[src/rtl/cmp_pkg.sv]
// cmp_pkg: shared widths, result codes and sweep FSM states for the comparator sweep driver
package cmp_pkg;

    localparam int DATA_W = 8;

    typedef enum logic [1:0] {
        RES_LT  = 2'b00,
        RES_EQ  = 2'b01,
        RES_GT  = 2'b10,
        RES_ERR = 2'b11
    } res_code_t;

    typedef enum logic [2:0] {
        S_IDLE,
        S_DRIVE,
        S_SAMPLE,
        S_EMIT,
        S_DONE
    } sweep_state_t;

    // The code encoding is {gt, eq}, so both flags set lands on RES_ERR naturally
    function automatic res_code_t classify(input logic eq, input logic gt);
        return res_code_t'({gt, eq});
    endfunction

endpackage

[src/rtl/cmp_tally.sv]
// cmp_tally: four result tallies with synchronous clear and one-hot increment (bit index = result code)
module cmp_tally #(
    parameter int CNT_W = 17
) (
    input  logic             clk,
    input  logic             rst,
    input  logic             clr,
    input  logic [3:0]       inc,
    output logic [CNT_W-1:0] cnt_eq,
    output logic [CNT_W-1:0] cnt_gt,
    output logic [CNT_W-1:0] cnt_lt,
    output logic [CNT_W-1:0] cnt_err
);

    // Counters clear on a new sweep and bump the one selected by inc
    always_ff @(posedge clk or posedge rst) begin
        if (rst) begin
            cnt_eq  <= '0;
            cnt_gt  <= '0;
            cnt_lt  <= '0;
            cnt_err <= '0;
        end else if (clr) begin
            cnt_eq  <= '0;
            cnt_gt  <= '0;
            cnt_lt  <= '0;
            cnt_err <= '0;
        end else begin
            if (inc[0]) cnt_lt  <= cnt_lt + 1'b1;
            if (inc[1]) cnt_eq  <= cnt_eq + 1'b1;
            if (inc[2]) cnt_gt  <= cnt_gt + 1'b1;
            if (inc[3]) cnt_err <= cnt_err + 1'b1;
        end
    end

endmodule

[src/rtl/cmp_sweep_driver.sv]
// cmp_sweep_driver: sweeps operand pairs onto a comparator, classifies its flags and streams result records
module cmp_sweep_driver #(
    parameter int DATA_W = cmp_pkg::DATA_W
) (
    input  logic                clk,
    input  logic                rst,
    input  logic                start,
    input  logic [DATA_W-1:0]   a_limit,
    input  logic [DATA_W-1:0]   b_limit,
    output logic [DATA_W-1:0]   din_a,
    output logic [DATA_W-1:0]   din_b,
    input  logic                comp_equal,
    input  logic                comp_greater,
    output logic                res_valid,
    input  logic                res_ready,
    output logic [DATA_W-1:0]   res_a,
    output logic [DATA_W-1:0]   res_b,
    output logic [1:0]          res_code,
    output logic                busy,
    output logic                done,
    output logic [2*DATA_W:0]   cnt_eq,
    output logic [2*DATA_W:0]   cnt_gt,
    output logic [2*DATA_W:0]   cnt_lt,
    output logic [2*DATA_W:0]   cnt_err
);

    import cmp_pkg::*;

    localparam int CNT_W = 2 * DATA_W + 1;

    sweep_state_t      state, state_nx;
    logic [DATA_W-1:0] lim_a, lim_b;
    logic [1:0]        samp_code;
    logic              accept, last_b, last_a;
    logic [3:0]        inc;

    assign samp_code = classify(comp_equal, comp_greater);
    assign accept    = (state == S_IDLE) && start;
    assign last_b    = (din_b == lim_b);
    assign last_a    = (din_a == lim_a);
    assign inc       = (state == S_SAMPLE) ? (4'b0001 << samp_code) : 4'b0000;

    // State register
    always_ff @(posedge clk or posedge rst) begin
        if (rst) state <= S_IDLE;
        else     state <= state_nx;
    end

    // Next-state and state-decoded handshake/status outputs
    always_comb begin
        state_nx  = state;
        res_valid = 1'b0;
        busy      = 1'b0;
        done      = 1'b0;
        case (state)
            S_IDLE:   if (start) state_nx = S_DRIVE;
            S_DRIVE:  begin busy = 1'b1; state_nx = S_SAMPLE; end
            S_SAMPLE: begin busy = 1'b1; state_nx = S_EMIT; end
            S_EMIT: begin
                busy      = 1'b1;
                res_valid = 1'b1;
                if (res_ready) state_nx = (last_a && last_b) ? S_DONE : S_DRIVE;
            end
            S_DONE:   begin done = 1'b1; state_nx = S_IDLE; end
            default:  state_nx = S_IDLE;
        endcase
    end

    // Operand stepping (B fastest, equality-terminated so all-ones limits never wrap) and record capture
    always_ff @(posedge clk or posedge rst) begin
        if (rst) begin
            lim_a    <= '0;
            lim_b    <= '0;
            din_a    <= '0;
            din_b    <= '0;
            res_a    <= '0;
            res_b    <= '0;
            res_code <= '0;
        end else begin
            case (state)
                S_IDLE: if (start) begin
                    lim_a <= a_limit;
                    lim_b <= b_limit;
                    din_a <= '0;
                    din_b <= '0;
                end
                S_SAMPLE: begin
                    res_a    <= din_a;
                    res_b    <= din_b;
                    res_code <= samp_code;
                end
                S_EMIT: if (res_ready) begin
                    if (!last_b) begin
                        din_b <= din_b + 1'b1;
                    end else if (!last_a) begin
                        din_b <= '0;
                        din_a <= din_a + 1'b1;
                    end
                end
                default: ;
            endcase
        end
    end

    cmp_tally #(.CNT_W(CNT_W)) u_tally (
        .clk     (clk),
        .rst     (rst),
        .clr     (accept),
        .inc     (inc),
        .cnt_eq  (cnt_eq),
        .cnt_gt  (cnt_gt),
        .cnt_lt  (cnt_lt),
        .cnt_err (cnt_err)
    );

endmodule

[config.mk]
export PLATFORM = sky130hd
export DESIGN_NAME = cmp_sweep_driver
export DESIGN_NICKNAME = d
export VERILOG_FILES = /design/src/rtl/cmp_pkg.sv /design/src/rtl/cmp_tally.sv /design/src/rtl/cmp_sweep_driver.sv
export SDC_FILE = /design/constraint.sdc
export NUM_CORES = 1
export LEC_CHECK = 0
export ABC_AREA = 1
export CORE_ASPECT_RATIO = 2
export CORE_MARGIN = 4
export CORE_UTILIZATION = 58
export CTS_BUF_LIST = sky130_fd_sc_hd__clkbuf_8
export CTS_CLUSTER_SIZE = 40
export DETAILED_ROUTE_END_ITERATION = 8
export MAX_ROUTING_LAYER = met4
export PLACE_DENSITY = 0.88
export SLEW_MARGIN = 20
export SYNTH_ARGS = -nofsm -noshare
export SYNTH_HDL_FRONTEND = slang
export SYNTH_SLANG_ARGS = --single-unit
[constraint.sdc]
create_clock -name clk -period 9.75 [get_ports clk]
set_clock_uncertainty 0.1 [all_clocks]
set_input_delay 2.925 -clock clk [delete_from_list [all_inputs] [get_ports clk]]
set_output_delay 2.925 -clock clk [all_outputs]
set_load 0.05 [all_outputs]
# Word-level counts from Yosys, hierarchy flattened
# Cells that the tools add are included.
dict set report op_classes {
  n_reduce_logical 13
  eq_ne 11
  shifts 1
  addsub 6
  n_mux 25
}
# op n
set op_table {}
lappend op_table {{$mux W17} 8}
lappend op_table {{$add A17 B1 Y17 const B} 4}
lappend op_table {{$mux W8} 7}
lappend op_table {{$pmux W8 S2} 2}
lappend op_table {{$add A8 B1 Y8 const B} 2}
lappend op_table {{$eq A8 B8 Y1} 2}
lappend op_table {{$pmux W3 S4} 1}
lappend op_table {{$reduce_bool A2 Y1} 5}
lappend op_table {{$mux W3} 3}
lappend op_table {{$ne A2 B2 Y1 const B} 4}
lappend op_table {{$eq A3 B2 Y1 const B} 2}
lappend op_table {{$reduce_and A5 Y1} 1}
lappend op_table {{$mux W4} 1}
lappend op_table {{$reduce_and A2 Y1} 2}
lappend op_table {{$reduce_and A4 Y1} 1}
lappend op_table {{$shl A1 B2 Y4 const A} 1}
lappend op_table {{$eq A3 B1 Y1 const B} 1}
lappend op_table {{$eq A3 B3 Y1 const B} 1}
lappend op_table {{$logic_not A3 Y1} 1}
lappend op_table {{$mux W1} 3}
lappend op_table {{$ne A3 B3 Y1 const B} 1}
lappend op_table {{$reduce_or A3 Y1} 1}
lappend op_table {{$logic_and A1 B1 Y1} 2}
dict set report word_totals {
  reg_bits 121
  in_bits 22
  word_cells 68
  output_inout_bits 105
}

# Depth between registers and ports, before layout
dict set report logic_depth {
  depth_word 5
  mapped_depth 13
  mapped_depth_nobuf 11
}

# By module
# A second synthesis with hierarchy kept.
dict set report hier_totals {
  hier_cells 882
  hier_area_um2 6505.0
}
# module n_inst seq_area_each_um2 area_per_inst_um2 cells_per_inst
set modules_own_cells {}
lappend modules_own_cells {cmp_tally 1 1701.6 3729.8 503}
lappend modules_own_cells {cmp_sweep_driver 1 1326.3 2775.2 379}

# Worst setup path after synthesis
# Ideal clock, no wire load.
dict set report synth_path {
  kind {register to output}
  start {register state[0]}
  end {output done}
  slack_ns 5.115
  n_path_buf 0
  t_arrival_ns 1.610
  path_stages_with_launch 2
  path_cell_list {dfrtp_1 -> nor3b_1}
}
dict set report synth_between {
  elab_chain_cells 2
}
# item line_no
set synth_rtl {}
lappend synth_rtl {{from (decl)} cmp_sweep_driver.sv:31} ;# sweep_state_t state, state_nx;
lappend synth_rtl {{from (signal assigned)} cmp_sweep_driver.sv:46} ;# else state <= state_nx;
lappend synth_rtl {{$eq A3 B3 Y1} cmp_sweep_driver.sv:55} ;# case (state)
lappend synth_rtl {{$mux W1} cmp_sweep_driver.sv:55}
lappend synth_rtl {{to (decl)} cmp_sweep_driver.sv:20} ;# output logic done,
# No other way between the ends.

# Worst setup path in the final report
dict set report layout_path {
  start {register state[1]}
  end {output res_valid}
}
dict set report layout_between {
  elab_chain_cells 2
}
# item line_no
set layout_rtl {}
lappend layout_rtl {{$eq A3 B2 Y1} cmp_sweep_driver.sv:55}
lappend layout_rtl {{$mux W1} cmp_sweep_driver.sv:55}
lappend layout_rtl {{to (decl)} cmp_sweep_driver.sv:14} ;# output logic res_valid,
# No other way between the ends.

==> impl_metrics.csv <==
group,metric,value,unit
run_status,run_status,"finished, final reports clean",
flow_run,cap_violations,0,
yosys,synth-compound-area-share,8.596,%
global_route,antenna_found_initial,0,
layout,nNetsFinal,1058,
yosys,synthMostInstantiatedCell,"nand2_1",
placement,dp_cells,1151,
yosys,synthSimpleGateAreaFrac,34.33,%
yosys,synth_mux_area_share,0,%
power_and_ir_drop,p_clk_share,19.8,%
global_route,overflow,0,
detailed_routing,ant_nets,0,
clocking,cts_tree,"done",
detailed_routing,drt_pass1_iterations,6,
yosys,synth_edf_count,0,
setup_path,worstSetupPathType,"reg2out",
clocking,clk_latency,0.45,ns
timing,maxSlewHeadroom,37.43,%
global_route,grt_pass1_vias,6652,
power_and_ir_drop,switching_share,48.61,%
yosys,synth_top_family_by_area,"simple AND/OR/NAND/NOR gates",
yosys,seq_area_frac_synth,46.23,%
layout,area_growth,27.93,%
yosys,synth.distinct_cells,37,
global_route,grt_max_degree,74,
global_route,grt_pass1_wl,30330,um
power_and_ir_drop,totalPowerFinal,0.002591,W
yosys,synth_area,0.006550,mm2
setup_path,crit_slowest_cell,"clkdlybuf4s50_1",
timing,hold_viol_final,0,
layout,final_cells,1183,
detailed_routing,drt_iter0_drc,635,
power_and_ir_drop,powerDensity,309.3,mW/mm2
die,die_w,83.15,um
setup_path,cp_cell_sequence,"inv_2, nor2_1, nand2_1, inv_1, clkdlybuf4s50_1",
setup_path,cpPeakStageDelay,0.83,ns
layout,drive_gt1_share,5.273,%
die,die_y,158.3,um
power_and_ir_drop,p_seq_share,32.7,%
power_and_ir_drop,p_leak,3.906,nW
detailed_routing,drt-total-wl,18160,um
yosys,synth_ff_type,"dfrtp_1",
die,core_area,0.01101,mm2
detailed_routing,wl_per_cell,15.35,um
global_route,grtUsageTotal,29.49,%
clocking,cts_buffers,17,
detailed_routing,drc_errors,0,
placement,dp_hpwl,13240,um
layout,n_antenna_cell,0,
clocking,htree_levels,4,
timing,fmax,184.8,MHz
power_and_ir_drop,netSwitchingPower,0.001260,W
power_and_ir_drop,cellInternalPower,0.001332,W
yosys,yosys-top-cells-count,"267 x nand2_1, 122 x inv_1, 121 x dfrtp_1",
clocking,numClockSinks,121,
power_and_ir_drop,peakVddDrop,0.0002191,V
setup_path,cp.arrival,2.39,ns
die,dieArea,0.01316,mm2
yosys,ys_warn_count,0,
placement,gp_congestion,0.9369,
clocking,cts-resized-gates,0,
timing,maxSlewViolCount,0,
clocking,path_clk_slew,0.07,ns
timing,setup_viol,0,
setup_path,critPathRequiredTime,6.73,ns
yosys,ys_ff_latch,121,
yosys,yosysTopAreaCell,"dfrtp_1",
clocking,postCtsHoldBufs,0,
power_and_ir_drop,combPwrFrac,47.5,%
die,start_util,59.48,%
clocking,clockBufferDepth,2,
timing,setup_tns,0,ns
timing,rsz0062_at_grt,"no",
yosys,postSynth.asyncResetShare,100.0,%
placement,placed_area,0.007926,mm2
placement,post-place-ws,4.692,ns
yosys,syn_inst,902,
die,ios,127,
clocking,root_buffer,"clkbuf_8",
setup_path,endpoint_kind,"output port",
yosys,synthTopCellsByArea,"dfrtp_1 46%, nand2_1 15%, inv_1 7.0%",
timing,tightest_slew,0.9385,ns
yosys,synth_top_area_share,46.23,%
die,row_count,54,
yosys,synth_xor_area_share,0.9360,%
timing,layout_min_cycle_time,5.412,ns
layout,design_area,0.008379,mm2
detailed_routing,avgViaCountPerCell,5.593,
hold_path,hold_class,"reg2reg",
setup_path,start_kind,"flop",
placement,numPortBuffers,126,
yosys,syn_nets,930,
detailed_routing,vias,6617,
clocking,post_cts_buffers,0,
setup_path,crit_fanout,13,
timing,setup_slack,4.338,ns
timing,finalCritPeriodShare,55.51,%
yosys,yosys.area_share.adder,1.146,%
yosys,avgSynthCellArea,7.262,um2
## layer usage
layer  track usage (%)  wire length [um]  up-vias  share of wire, %
li1                  -                 -     3161                 -
met1             28.71              6369     3112                35
met2             53.48              9934      266                55
met3             6.163               937       78               5.2
met4             17.54               922        0               5.1
met5                 -                 0        -                 0
## critical path: cells and delay by family (launching register included)
kind	cells	cell delay [ns]
flops	1	0.43
simple gates	2	0.40
buf+inv	3	1.11
## layout by cell type, fill, tap and decap left out, types with 3 or more instances in the layout
| cell type | n |
|---|---|
| a21oi_1 | 27 |
| and3_1 | 3 |
| buf_4 | 4 |
| bufinv_16 | 4 |
| clkbuf_8 | 19 |
| clkdlybuf4s50_1 | 126 |
| clkinv_4 | 3 |
| clkinvlp_4 | 3 |
| dfrtp_1 | 121 |
| ha_1 | 6 |
| inv_1 | 121 |
| inv_2 | 4 |
| nand2_1 | 267 |
| nand3_1 | 57 |
| nand3_2 | 4 |
| nand3b_1 | 3 |
| nand4_1 | 40 |
| nor2_1 | 89 |
| nor3_1 | 30 |
| nor3b_1 | 7 |
| o21ai_0 | 73 |
| o21bai_1 | 3 |
| xnor2_1 | 3 |
| xor2_1 | 4 |
## area by class of cell
type                    count  area (um2)
well taps                 140       175.2
flip-flops and latches    121        3028
repair buffers            130        1291
fillers                   817        2634
clock inverters            13       191.4
clock buffers              19       261.5
multi-input cells         633        2953
inverters                 127       479.2
## kinds of logic (layout without fill, tap and decap cells)
kind of cell	Yosys count	after routing
simple gates	511	511
buf+inv	148	289
flops	121	121
compound gates	109	109
xor+xnor	7	7
fa+ha+maj	6	6
## registers in the layout (all words and copies together), names as in the netlist, 8 cells and up
name / flops
u_tally.cnt_gt: 17
din_a: 8
u_tally.cnt_eq: 17
lim_b: 8
res_a: 8
res_b: 8
lim_a: 8
u_tally.cnt_err: 17
u_tally.cnt_lt: 17
din_b: 8
## final timing paths
kind / from / to / slack, ns / depth (start not counted)
worst max-delay path: state[1] / res_valid / 4.34 / 5
worst min-delay path: res_a[3] / res_a[3] / 0.39 / 2
worst max register to register: state[0] / u_tally.cnt_lt[10] / 7.15 / 9
worst min register to register: res_a[3] / res_a[3] / 0.39 / 2
max in group asynchronous: rst / u_tally.cnt_lt[7] / 5.36 / 3
min in group asynchronous: rst / res_b[3] / 2.80 / 2
## power by group through the flow
| stage | Clock, W | Combinational (W) | Sequential (W) |
|---|---|---|---|
| after global placement | 0 | 0.00120 | 0.000846 |
| final | 0.000513 | 0.00123 | 0.000846 |
| after CTS | 0.000517 | 0.00124 | 0.000843 |
| after floorplan | 0 | 0.000423 | 0.00124 |
| after global routing | 0.000543 | 0.00133 | 0.000868 |
| after detailed placement | 0 | 0.00123 | 0.000848 |
## per-stage QoR
stage | hold WS (ns) | utilization (%)
after floorplan | 0.4298 | -
after global placement | 0.3691 | 71.97
after detailed placement | 0.3759 | 71.97
after CTS | 0.3958 | 76.09
after global routing | 0.4156 | 76.09
final | 0.3918 | 76.09
Power figures use the tool's default switching activity.
